===== src/rtl/csr_trap_ctrl.sv =====
// Machine-mode trap/MRET sequencer: owns the CSR file write/read ports, sequences mepc/mcause/mstatus updates, then redirects.
// Optional macro CSR_TRAP_VECTORED_EN: vectored interrupt dispatch when mtvec[1:0] == 2'b01.
module csr_trap_ctrl (
  input  logic        clock,
  input  logic        reset,
  input  logic        exc_valid,
  input  logic [30:0] exc_cause,
  input  logic [31:0] trap_pc,
  input  logic        irq_ext,
  input  logic        irq_sw,
  input  logic        irq_timer,
  input  logic        mret_valid,
  input  logic [31:0] mstatus_in,
  input  logic [31:0] mie_in,
  input  logic        cpu_csr_we,
  input  logic [11:0] cpu_csr_waddr,
  input  logic [31:0] cpu_csr_wdata,
  input  logic [11:0] cpu_csr_raddr,
  output logic [31:0] cpu_csr_rdata,
  output logic        w_enable,
  output logic [11:0] csr_w_addr,
  output logic [31:0] csr_w_val,
  output logic [11:0] csr_r_addr,
  input  logic [31:0] csr_r_val,
  output logic        stall,
  output logic        redirect_valid,
  output logic [31:0] redirect_pc
);

  localparam logic [2:0] IDLE    = 3'd0;
  localparam logic [2:0] T_EPC   = 3'd1;
  localparam logic [2:0] T_CAUSE = 3'd2;
  localparam logic [2:0] T_STAT  = 3'd3;
  localparam logic [2:0] M_STAT  = 3'd4;
  localparam logic [2:0] REDIR   = 3'd5;

  localparam logic [11:0] A_MSTATUS = 12'h300;
  localparam logic [11:0] A_MTVEC   = 12'h305;
  localparam logic [11:0] A_MEPC    = 12'h341;
  localparam logic [11:0] A_MCAUSE  = 12'h342;

  logic [2:0]  state;
  logic [31:2] lat_pc;
  logic [31:0] lat_cause;
  logic [31:0] lat_mstatus;
  logic [31:0] lat_target;   // mtvec on the trap path, mepc on the MRET path
  logic        lat_mret;

  logic [2:0]  pend;
  logic        irq_take, trap_go, is_idle, accept;
  logic [31:0] next_cause, trap_mstatus, mret_mstatus, vec_pc, base;
  logic        unused_bits;

  assign unused_bits = ^{mie_in[31:12], mie_in[10:8], mie_in[6:4], mie_in[2:0]};

  assign pend     = {irq_ext & mie_in[11], irq_sw & mie_in[3], irq_timer & mie_in[7]};
  assign irq_take = mstatus_in[3] & (|pend);
  assign trap_go  = exc_valid | irq_take;
  assign is_idle  = (state == IDLE);
  assign accept   = is_idle & ~reset & (trap_go | mret_valid);
  assign stall    = ~is_idle | accept;
  assign cpu_csr_rdata = csr_r_val;

  always_comb begin
    next_cause = 32'h0;
    if (exc_valid)    next_cause = {1'b0, exc_cause};
    else if (pend[2]) next_cause = 32'h8000_000B;
    else if (pend[1]) next_cause = 32'h8000_0003;
    else if (pend[0]) next_cause = 32'h8000_0007;
  end

  always_comb begin
    trap_mstatus        = lat_mstatus;
    trap_mstatus[12:11] = 2'b11;
    trap_mstatus[7]     = lat_mstatus[3];
    trap_mstatus[3]     = 1'b0;
    mret_mstatus        = lat_mstatus;
    mret_mstatus[12:11] = 2'b11;
    mret_mstatus[7]     = 1'b1;
    mret_mstatus[3]     = lat_mstatus[7];
  end

  assign base = {lat_target[31:2], 2'b00};
`ifdef CSR_TRAP_VECTORED_EN
  // Code is scaled by 4 in 32-bit arithmetic, so large codes wrap.
  assign vec_pc = (lat_target[1:0] == 2'b01 && lat_cause[31]) ?
                  base + {lat_cause[29:0], 2'b00} : base;
`else
  assign vec_pc = base;
`endif

  always_ff @(posedge clock or posedge reset) begin
    if (reset) begin
      state       <= IDLE;
      lat_pc      <= '0;
      lat_cause   <= '0;
      lat_mstatus <= '0;
      lat_target  <= '0;
      lat_mret    <= 1'b0;
    end else begin
      case (state)
        IDLE: if (accept) begin
          lat_pc      <= trap_pc[31:2];
          lat_cause   <= next_cause;
          lat_mstatus <= mstatus_in;
          lat_mret    <= ~trap_go;
          state       <= trap_go ? T_EPC : M_STAT;
        end
        T_EPC: begin
          lat_target <= csr_r_val;
          state      <= T_CAUSE;
        end
        T_CAUSE: state <= T_STAT;
        T_STAT:  state <= REDIR;
        M_STAT: begin
          lat_target <= csr_r_val;
          state      <= REDIR;
        end
        REDIR:   state <= IDLE;
        default: state <= IDLE;
      endcase
    end
  end

  always_comb begin
    w_enable       = 1'b0;
    csr_w_addr     = 12'h0;
    csr_w_val      = 32'h0;
    csr_r_addr     = 12'h0;
    redirect_valid = 1'b0;
    redirect_pc    = 32'h0;
    case (state)
      IDLE: begin
        csr_r_addr = cpu_csr_raddr;
        if (!accept && !reset && cpu_csr_we) begin
          w_enable   = 1'b1;
          csr_w_addr = cpu_csr_waddr;
          csr_w_val  = cpu_csr_wdata;
        end
      end
      T_EPC: begin
        w_enable   = 1'b1;
        csr_w_addr = A_MEPC;
        csr_w_val  = {lat_pc, 2'b00};
        csr_r_addr = A_MTVEC;
      end
      T_CAUSE: begin
        w_enable   = 1'b1;
        csr_w_addr = A_MCAUSE;
        csr_w_val  = lat_cause;
      end
      T_STAT: begin
        w_enable   = 1'b1;
        csr_w_addr = A_MSTATUS;
        csr_w_val  = trap_mstatus;
      end
      M_STAT: begin
        w_enable   = 1'b1;
        csr_w_addr = A_MSTATUS;
        csr_w_val  = mret_mstatus;
        csr_r_addr = A_MEPC;
      end
      REDIR: begin
        redirect_valid = 1'b1;
        redirect_pc    = lat_mret ? lat_target : vec_pc;
      end
      default: ;
    endcase
  end

endmodule


===== config.mk =====
export PLATFORM = sky130hd
export DESIGN_NAME = csr_trap_ctrl
export DESIGN_NICKNAME = d
export VERILOG_FILES = /design/src/rtl/csr_trap_ctrl.sv
export SDC_FILE = /design/constraint.sdc
export NUM_CORES = 1
export LEC_CHECK = 0
export ABC_AREA = 1
export CAP_MARGIN = 40
export CELL_PAD_IN_SITES_DETAIL_PLACEMENT = 1
export CELL_PAD_IN_SITES_GLOBAL_PLACEMENT = 1
export CORE_MARGIN = 4
export CORE_UTILIZATION = 28
export CTS_BUF_LIST = sky130_fd_sc_hd__clkbuf_2
export DETAILED_ROUTE_END_ITERATION = 7
export HOLD_SLACK_MARGIN = 0.05
export MAX_ROUTING_LAYER = met4
export PLACE_DENSITY = 0.87
export SYNTH_ARGS = -nofsm -noshare
export SYNTH_HDL_FRONTEND = slang
export SYNTH_SLANG_ARGS = --single-unit

===== constraint.sdc =====
create_clock -name clock -period 12.91 [get_ports clock]
set_input_delay 3.873 -clock clock [delete_from_list [all_inputs] [get_ports clock]]
set_output_delay 3.873 -clock clock [all_outputs]
set_load 0.02 [all_outputs]

==> results.toml <==
[status]
status = "complete, no violations"

[timing]
setup_tns_ns = 0
hold_violations = 0
tightest_slew_ns = 0.736
period_needed_ns = 10.55
post-route-period-util_pct = 81.7
clock_skew_ns = 0.0287
max_clock_freq_mhz = 94.8
slew_headroom_pct = 50.9
setup_violations = 0
final_max_slew_viol_count = 0
rsz0062_at_grt = "false"

[clocking]
cts_tree = "yes"
clkTransAtPathRegs_ns = 0.24
clock_tree.root_cell = "clkbuf_2"
cts_made_buffers = 17
postCtsSetupBuffers = 0
cts-root-to-sink-buffers = 2
clock_sinks = 128
htree_levels = 4
cts_hold_buffers = 0
ctsResizeCount = 0
clk_latency_ns = 0.70

[synth]
netlist_area_sq_mm = 0.00654
synth.distinct_cells = 25
synth_edf_count = 0
syn-instance-count = 853
postSynthAreaPerCell_sq_um = 7.67
yosysWarnings = 0
synthFlopType = "dfrtp_1"
synth_nets = 1076
synth_top_area_cell = "dfrtp_1"
synth-async-reset-ratio_pct = 100
ys_seq_elements = 128
yosys-top-cells-area = "dfrtp_1 (49%), nand2_1 (19%), o21ai_0 (5.5%)"
yosysTopAreaCellShare_pct = 49.0
yosysSeqAreaShare_pct = 49.0

[route]
wl_per_cell_um = 17.2
dr.pass1.iters = 4
vias_per_cell = 4.56
vias = 6576
antenna_left = 0
drt_wl_total_mm = 24.8
drc = 0
drtIter0Drc = 340

[floorplanning]
die_y_um = 161
start_util_pct = 28.7
ioPinCount = 346
rows = 55
core-area_sq_mm = 0.0228
die_x_um = 161
die_area_sq_mm = 0.0259

[worst_setup_path]
reg2reg_to = "lat_mstatus[29]"
r2r-start = "state[0]"
crit_type = "in -> out"
end_kind = "primary output"
path_cells = "clkdlybuf4s50_1 -> inv_6 -> nand3_4 -> nor2_8 -> nand3_4 -> o21ai_0 -> clkdlybuf4s50_1"
slowest_stage = "clkdlybuf4s50_1"
critPathMaxStageDelay_ns = 0.66
cp.required_ns = 9.04
reg2reg_slack_ns = 10.52
start_kind = "input port"
crit_fanout = 54
arrival_ns = 6.67
r2r_cells = 8

[global_routing]
grt_max_degree = 72
grt_pass1_vias = 7092
grt_usage_pct = 19.5
grt_pass1_wl_mm = 38.9
grt-ovfl-total = 0
antenna_found_initial = 2

[worst_hold_path]
hp-class = "reg -> reg"
hold_end = "lat_pc[31]"
hold_start = "lat_pc[31]"
min_path_cells = 2

[power_and_ir_drop]
power_leakage_nw = 4.64
power_density_mw_per_mm2 = 195
ir_drop_v = 0.0000899

[placed_design]
routabilityCongestion = 0.805
dp_hpwl_mm = 18.2
io_buffers = 312

[cells_and_area]
nets = 1337
final_util_pct = 43.7
area_growth_pct = 52.2
layout-drive-gt1-share_pct = 5.06

[run]
cap_viol_max_count = 0
flip-flops by register name (all words and copies together), names as in the netlist:
register	flops
lat_pc	30
lat_mstatus	30
lat_target	32
lat_cause	32
lat_mret	1
state	3
where the power goes:
part	internal (mW)	switching, mW
combinational	0.411	0.602
sequential	0.582	0.0890
clock	0.0758	0.182
total	1.07	0.874
cells in the mapped netlist (5+ instances only):
library cell and count:
buf_6 6, o21ai_0 72, a21oi_1 5, nor2_1 51
a22oi_1 28, inv_1 71, inv_2 5, nand3_1 29
clkbuf_1 11, buf_2 30, dfrtp_1 128, nand2_1 338
buf_4 32, nand4_1 28
critical path: cells and delay by family:
kind	cells	cell delay [ns]
buffers and inverters	3	1.54
AND/OR/NAND/NOR	3	0.94
AO/OA/AOI/OAI	1	0.27
kinds of logic after synthesis:
family,share of synthesized area [%]
flops,49.0
simple gates,29.0
buf+inv,12.1
compound gates,9.89
cell usage in the layout, fill, tap and decap left out, types with 17 or more instances in the layout:
cell type,n
nand2_1,338
o21ai_0,72
inv_1,70
clkbuf_2,17
a22oi_1,28
nand3_1,29
clkdlybuf4s50_1,312
nor2_1,51
dfrtp_1,128
nand4_1,28
routing by layer:
metal  vias to the layer above  GRT usage [%]  part of all wire, %
met2                       237           33.4                   49
met4                         0           4.73                  1.5
met1                      3130           22.5                   41
li1                       3187              -                    -
met5                         -              -                    0
met3                        22           6.08                  7.7
final cells by class:
cell class / instances / area (sq um)
antenna: 2 / 5.00
clock buffer: 17 / 85.1
clock inverter: 15 / 149
fill: 2762 / 12800
inverter: 76 / 290
multi-input combinational: 568 / 2540
sequential: 128 / 3200
tap: 313 / 392
timing repair buffer: 323 / 3290
how the worst max path moves through the flow:
stage / from / endpoint / slack [ns] / cells past startpoint
2_1_floorplan: reset / csr_w_addr[1] / 1.23 / 5
3_3_place_gp: irq_ext / stall / 2.06 / 8
3_5_place_dp: reset / csr_w_val[11] / 2.28 / 7
4_1_cts: reset / csr_w_val[11] / 2.28 / 7
5_1_grt: reset / csr_w_addr[9] / 2.09 / 7
6_report: reset / csr_w_addr[9] / 2.36 / 7
metrics by stage:
stage	setup slack (ns)	instances	total power [mW]	area (sq um)	hold WS, ns
after detailed placement	2.28	1408	1.71	9720	0.465
final	2.36	1442	1.94	9960	0.515
after global placement	2.06	1403	1.65	9600	0.463
after global routing	2.09	1442	2.11	9960	0.545
after CTS	2.28	1440	1.98	9950	0.517
after floorplan	1.23	853	1.26	6540	0.449
Note: power is estimated with default switching activity, not from simulation.
